`src/rtl/cpu_run_ctrl.sv`:
```
// rtl/cpu_run_ctrl.sv - CPU run/stall/pipeline-reset controller
//
// Owns the CPU run state (idle, wait-calib, free run, N-instruction step),
// merges the external stall sources into one global stall with per-stage
// delayed copies, and generates a pipeline-reset pulse with a delayed chain.
//
// Optional feature macro: CPU_RUN_CTRL_BKPT_EN (adds the breakpoint ports).
//
// Ports:
//   clk, rst_n              clock, asynchronous active-low reset
//   i_stall_src             external stall requests (OR-merged)
//   i_init_calib_complete   memory calibration done
//   i_cpu_start             start free run (pulse)
//   i_quit_cmd              stop CPU (pulse)
//   i_step_cmd, i_step_num  start a step run of i_step_num instructions
//   o_stall                 combinational global stall
//   o_stall_stg             o_stall delayed 1..PIPE_DEPTH cycles
//   o_stall_1shot           first cycle of a stall
//   o_stall_fin             first unstalled cycle after a stall
//   o_stall_fin2            one cycle after o_stall_fin
//   o_rst_pipe              registered pipeline-reset pulse
//   o_rst_pipe_stg          o_rst_pipe delayed 1..PIPE_DEPTH cycles
//   o_cpu_running           state is RUN or STEP
//   o_step_done             one-cycle pulse when a step run completes
//   i_bkpt_en, i_bkpt_addr, i_pc_id, o_bkpt_hit   (CPU_RUN_CTRL_BKPT_EN only)
module cpu_run_ctrl #(
    parameter int PIPE_DEPTH = 4,
    parameter int NSTALL     = 2,
    parameter int STEP_W     = 16
) (
    input  logic                  clk,
    input  logic                  rst_n,
    input  logic [NSTALL-1:0]     i_stall_src,
    input  logic                  i_init_calib_complete,
    input  logic                  i_cpu_start,
    input  logic                  i_quit_cmd,
    input  logic                  i_step_cmd,
    input  logic [STEP_W-1:0]     i_step_num,
`ifdef CPU_RUN_CTRL_BKPT_EN
    input  logic                  i_bkpt_en,
    input  logic [31:0]           i_bkpt_addr,
    input  logic [31:0]           i_pc_id,
    output logic                  o_bkpt_hit,
`endif
    output logic                  o_stall,
    output logic [PIPE_DEPTH-1:0] o_stall_stg,
    output logic                  o_stall_1shot,
    output logic                  o_stall_fin,
    output logic                  o_stall_fin2,
    output logic                  o_rst_pipe,
    output logic [PIPE_DEPTH-1:0] o_rst_pipe_stg,
    output logic                  o_cpu_running,
    output logic                  o_step_done
);

    typedef enum logic [1:0] {
        S_IDLE       = 2'd0,
        S_WAIT_CALIB = 2'd1,
        S_RUN        = 2'd2,
        S_STEP       = 2'd3
    } state_t;

    state_t                r_state;
    state_t                w_next_state;
    logic [STEP_W-1:0]     r_step_cnt;
    logic [PIPE_DEPTH-1:0] r_stall_stg;
    logic [PIPE_DEPTH-1:0] r_rst_pipe_stg;
    logic                  r_rst_pipe;
    logic                  r_step_done;

    logic w_running;
    logic w_stall;
    logic w_abort;
    logic w_break;
    logic w_rst_pipe_set;
    logic w_step_done_set;
    logic w_step_load;
    logic w_step_dec;

    assign w_running = (r_state == S_RUN) || (r_state == S_STEP);
    assign w_stall   = ~w_running | (|i_stall_src);
    // Loss of calibration is treated like a quit while the CPU is running.
    assign w_abort   = i_quit_cmd | ~i_init_calib_complete;

`ifdef CPU_RUN_CTRL_BKPT_EN
    // A break only takes effect on an instruction that actually advances.
    assign w_break = w_running & ~w_stall & i_bkpt_en & (i_pc_id == i_bkpt_addr);
`else
    assign w_break = 1'b0;
`endif

    always_ff @(posedge clk or negedge rst_n) begin
        if (!rst_n) begin
            r_state <= S_IDLE;
        end else begin
            r_state <= w_next_state;
        end
    end

    always_comb begin
        w_next_state    = r_state;
        w_rst_pipe_set  = 1'b0;
        w_step_done_set = 1'b0;
        w_step_load     = 1'b0;
        w_step_dec      = 1'b0;
        case (r_state)
            S_IDLE: begin
                if (!i_quit_cmd) begin
                    if (i_cpu_start) begin
                        if (i_init_calib_complete) begin
                            w_next_state   = S_RUN;
                            w_rst_pipe_set = 1'b1;
                        end else begin
                            w_next_state   = S_WAIT_CALIB;
                        end
                    end else if (i_step_cmd && i_init_calib_complete &&
                                 (i_step_num != '0)) begin
                        w_next_state   = S_STEP;
                        w_step_load    = 1'b1;
                        w_rst_pipe_set = 1'b1;
                    end
                end
            end
            S_WAIT_CALIB: begin
                if (i_quit_cmd) begin
                    w_next_state = S_IDLE;
                end else if (i_init_calib_complete) begin
                    w_next_state   = S_RUN;
                    w_rst_pipe_set = 1'b1;
                end
            end
            S_RUN: begin
                if (w_abort) begin
                    w_next_state   = S_IDLE;
                    w_rst_pipe_set = 1'b1;
                end else if (w_break) begin
                    w_next_state = S_IDLE;
                end
            end
            S_STEP: begin
                if (w_abort) begin
                    w_next_state   = S_IDLE;
                    w_rst_pipe_set = 1'b1;
                end else if (w_break) begin
                    w_next_state = S_IDLE;
                end else if (!w_stall) begin
                    w_step_dec = 1'b1;
                    // Normal completion keeps pipeline state: no rst_pipe here.
                    if (r_step_cnt == STEP_W'(1)) begin
                        w_next_state    = S_IDLE;
                        w_step_done_set = 1'b1;
                    end
                end
            end
            default: begin
                w_next_state = S_IDLE;
            end
        endcase
    end

    always_ff @(posedge clk or negedge rst_n) begin
        if (!rst_n) begin
            r_step_cnt     <= '0;
            r_stall_stg    <= '1;
            r_rst_pipe     <= 1'b0;
            r_rst_pipe_stg <= '0;
            r_step_done    <= 1'b0;
        end else begin
            if (w_step_load) begin
                r_step_cnt <= i_step_num;
            end else if (w_step_dec) begin
                r_step_cnt <= r_step_cnt - STEP_W'(1);
            end
            r_stall_stg    <= {r_stall_stg[PIPE_DEPTH-2:0], w_stall};
            r_rst_pipe     <= w_rst_pipe_set;
            r_rst_pipe_stg <= {r_rst_pipe_stg[PIPE_DEPTH-2:0], r_rst_pipe};
            r_step_done    <= w_step_done_set;
        end
    end

`ifdef CPU_RUN_CTRL_BKPT_EN
    logic r_bkpt_hit;

    always_ff @(posedge clk or negedge rst_n) begin
        if (!rst_n) begin
            r_bkpt_hit <= 1'b0;
        end else begin
            r_bkpt_hit <= w_break & ~w_abort;
        end
    end

    assign o_bkpt_hit = r_bkpt_hit;
`endif

    assign o_stall        = w_stall;
    assign o_stall_stg    = r_stall_stg;
    assign o_stall_1shot  = w_stall & ~r_stall_stg[0];
    assign o_stall_fin    = ~w_stall & r_stall_stg[0];
    assign o_stall_fin2   = ~r_stall_stg[0] & r_stall_stg[1];
    assign o_rst_pipe     = r_rst_pipe;
    assign o_rst_pipe_stg = r_rst_pipe_stg;
    assign o_cpu_running  = w_running;
    assign o_step_done    = r_step_done;

endmodule

```
`config.mk`:
```
export PLATFORM = sky130hd
export DESIGN_NAME = cpu_run_ctrl
export DESIGN_NICKNAME = d
export VERILOG_FILES = /design/src/rtl/cpu_run_ctrl.sv
export SDC_FILE = /design/constraint.sdc
export NUM_CORES = 1
export LEC_CHECK = 0
export ABC_AREA = 1
export CAP_MARGIN = 30
export CORE_MARGIN = 4
export CORE_UTILIZATION = 45
export DETAILED_ROUTE_END_ITERATION = 6
export GPL_ROUTABILITY_DRIVEN = 0
export GPL_TIMING_DRIVEN = 0
export PLACE_DENSITY = 0.76
export REMOVE_ABC_BUFFERS = 1
export SYNTH_ARGS = -nofsm -noshare
export SYNTH_HDL_FRONTEND = slang
export SYNTH_SLANG_ARGS = --single-unit
export TNS_END_PERCENT = 10
```
`constraint.sdc`:
```
create_clock -name clk -period 1.35 [get_ports clk]
set_input_delay 0.27 -clock clk [delete_from_list [all_inputs] [get_ports clk]]
set_output_delay 0.27 -clock clk [all_outputs]
set_load 0.05 [all_outputs]
```
==> impl_metrics.env <==
export IMPL_violations="setup timing"
export IMPL_die_area_sq_mm=0.005040
export IMPL_postSynthAreaPerCell_sq_um=7.439
export IMPL_path_delay_family="simple AND/OR/NAND/NOR gates"
export IMPL_rows=22
export IMPL_crit_chain="inv_2 > buf_4 > ha_4 > nand2_1 > nor2_1 > nand2_1 > o21ai_1 > nand2_1 > nand2_1 > nand3_1"
export IMPL_critPathBufInv=2
export IMPL_clock_sinks=28
export IMPL_seq_area_frac_synth_pct=39.52
export IMPL_cap_viol_max_count=0
export IMPL_insertion_delay_ps=280
export IMPL_drtIter0Drc=182
export IMPL_final_nets=327
export IMPL_max_freq_ghz=0.6491
export IMPL_port_buffers=38
export IMPL_crit_fanout=3
export IMPL_crit_cells=10
export IMPL_start_util_pct=47.69
export IMPL_wl_per_cell_microns=15.45
export IMPL_final_cell_area_sq_mm=0.002625
export IMPL_diodes=0
export IMPL_yosys_area_top_type="dfrtp_1"
export IMPL_yosysUniqueCellTypes=28
export IMPL_rsz0062_at_grt="yes"
export IMPL_whs_path_depth=3
export IMPL_total_power_w=0.004824
export IMPL_fillers=279
export IMPL_num_io_pins=39
export IMPL_grt_use_total_pct=21.83
export IMPL_timing_final_crit_share_pct=114.1
export IMPL_clk_pin_slew_worst_paths_ps=100
export IMPL_ir_drop_v=0.0008934
export IMPL_yosys_top_cells_area="dfrtp_1, nand2_1, nand3_1"
export IMPL_grt_first_pass_wirelength_microns=8832
export IMPL_gr_total_overflow=0
export IMPL_slowest_stage="dfrtp_1"
export IMPL_fin_crit_ps=1541
export IMPL_grt_max_degree=19
export IMPL_cp_common_cell="nand2_1"
export IMPL_synthFlopType="dfrtp_1"
export IMPL_grt_pass1_vias=1892
export IMPL_worst_slew_pin_slew_ps=631.6
export IMPL_drt_wl_total_microns=5378
export IMPL_yosysWarnings=0
export IMPL_cp_start_kind="register"
export IMPL_synth_mux_area_share_pct=0
export IMPL_crit_required_ps=1530
export IMPL_routed_via_count=1973
export IMPL_synth_top_family_by_area="simple AND/OR/NAND/NOR gates"
export IMPL_finalSetupTns_ps=-1736
export IMPL_slowest_delay_ps=400
export IMPL_cts_max_level=1
export IMPL_setup_viol=20
export IMPL_setup_slack_ps=-190.7
export IMPL_slew_headroom_pct=57.76
export IMPL_cp_end_kind="register"
export IMPL_ant_nets=0
export IMPL_placed_area_sq_mm=0.002202
export IMPL_seq_area_sq_um=708.2
export IMPL_hpwlAfterDp_microns=3065
export IMPL_dr_pass1_iters=5
export IMPL_core_sq_mm=0.003744
export IMPL_synth_compound_area_share_pct=6.097
export IMPL_netlist_area_leader_share_pct=33.64
export IMPL_path_class="reg2reg"
export IMPL_power_leakage_nw=1.220
export IMPL_grt_antenna_before_repair=0
export IMPL_finalHoldViolCount=0
export IMPL_hold_class="in2reg"
export IMPL_synth_seq_cells=28
export IMPL_via_per_inst=5.670
export IMPL_multi_input_area_sq_mm=0.001084
export IMPL_die_h_microns=70.99
export IMPL_die_w_microns=70.99
export IMPL_r2r_cells=10
export IMPL_drc=0
export IMPL_fin_skew_ps=3.375
export IMPL_synth_simple_area_share_pct=38.96
export IMPL_synth_fa_ha_area_share_pct=1.402
export IMPL_cts_buffers_inserted=3
export IMPL_slew_viol_final=0
export IMPL_clockBufferDepth=2
export IMPL_cp_arrival_ps=1720
export IMPL_status="finished, violations left"
export IMPL_async_flop_share_pct=100.0
export IMPL_syn_inst=240
export IMPL_p_per_area_mw_per_mm2=1838
export IMPL_areaGrowthSynthToFinish_pct=47.02
export IMPL_cts_tree="yes"
export IMPL_synth_edf_count=0
export IMPL_cts_root_buf="clkbuf_8"
export IMPL_drive_gt1_share_pct=30.00
export IMPL_syn_area_sq_mm=0.001785
export IMPL_synthXorXnorAreaFrac_pct=4.905
export IMPL_detailedPlace_worstSlack_ps=-1208
## layer usage
layer  vias to the layer above  global-route usage [%]  wire length [microns]
li1                        903                       -                      -
met1                       909                   27.39                   2013
met2                       128                   36.15                   2558
met3                        33                   4.403                    554
met4                         0                   9.812                    251
met5                         -                       0                      0
## path summary, 6_finish.rpt
kind / slack, ps / start / end
max: -190 / r_step_cnt[1] / r_step_cnt[10]
min: 340 / i_step_num[0] / r_step_cnt[0]
max reg2reg: -190 / r_step_cnt[1] / r_step_cnt[10]
min reg2reg: 370 / o_stall_stg[2] / o_stall_stg[3]
max in group asynchronous: 390 / rst_n / o_stall_stg[3]
min in group asynchronous: 370 / rst_n / r_step_cnt[3]
## layout make-up
class                      count  share of cell area, %
tap                           48                  2.288
sequential                    28                  26.98
clock inverter                 1                  1.144
timing repair buffer          60                  22.40
clock buffer                   3                  1.573
inverter                      29                  4.337
multi-input combinational    179                  41.28
## tightest hold or removal path, cell delays in order
cell,delay [ps]
dlygate4sd2_1,210
o21ai_1,70
inv_1,40
## cell usage after synthesis (2+ instances only)
cell type and n:
o211ai_2 3, inv_1 26, o21ai_0 5, nor2_2 6
clkbuf_1 2, xor2_1 4, buf_2 2, nor2_1 34
inv_2 2, ha_1 2, buf_4 3, nand3_1 36
dfrtp_1 24, dfstp_2 4, nand4_1 13, xnor2_1 6
nand2_1 50, o211ai_1 2, nor2_4 3, nand2_2 3
o21ai_1 3
## registers in the layout, summed over array words and instances, names as in the netlist
| name | cells |
|---|---|
| o_rst_pipe | 1 |
| o_rst_pipe_stg | 4 |
| o_stall_stg | 4 |
| o_step_done | 1 |
| r_state | 2 |
| r_step_cnt | 16 |
## repair_timing
item,4_1_cts,5_1_grt
endpoints found under the setup margin,35,27
pin swaps,17,9
gates cloned,4,0
resized for setup,96,23
hold buffers,0,0
setup buffers,20,1
## stage by stage
step	instances	utilization [%]	hold slack [ps]
6_report	348	70.12	341.4
5_1_grt	348	70.12	377.9
3_5_place_dp	319	58.82	360.3
3_3_place_gp	318	58.09	355.0
4_1_cts	347	67.48	347.5
2_1_floorplan	232	-	-25.59
## cells in the final DEF (no fill, tap or decap), types with 4 or more instances in the layout
cell type and instances:
nand2_1 48, buf_6 9, xor2_1 4, nand3_1 32
nand3_2 5, nand4_1 13, nor2_1 26, buf_4 17
nand2_2 4, dfrtp_1 22, o21ai_1 4, inv_2 4
dlygate4sd2_1 5, dfstp_2 4, o21ai_0 4, clkdlybuf4s50_1 18
nor2_2 10, clkdlybuf4s15_2 6, xnor2_1 6, nor2_4 7
inv_1 24
## kinds of logic after synthesis
family	count (synthesis)
XOR/XNOR	10
buffers and inverters	37
flip-flops	28
adder cells (fa/ha/maj)	2
AND/OR/NAND/NOR	148
AO/OA/AOI/OAI	15
## power breakdown
part	total (W)	switching [W]	leakage (nW)	internal [W]
clock network	0.000681	0.000283	0.0357	0.000397
registers	0.00163	0.000447	0.339	0.00118
logic	0.00251	0.00154	0.845	0.000976
total	0.00482	0.00227	1.22	0.00256
No activity file was read; power rests on OpenSTA's default activity.
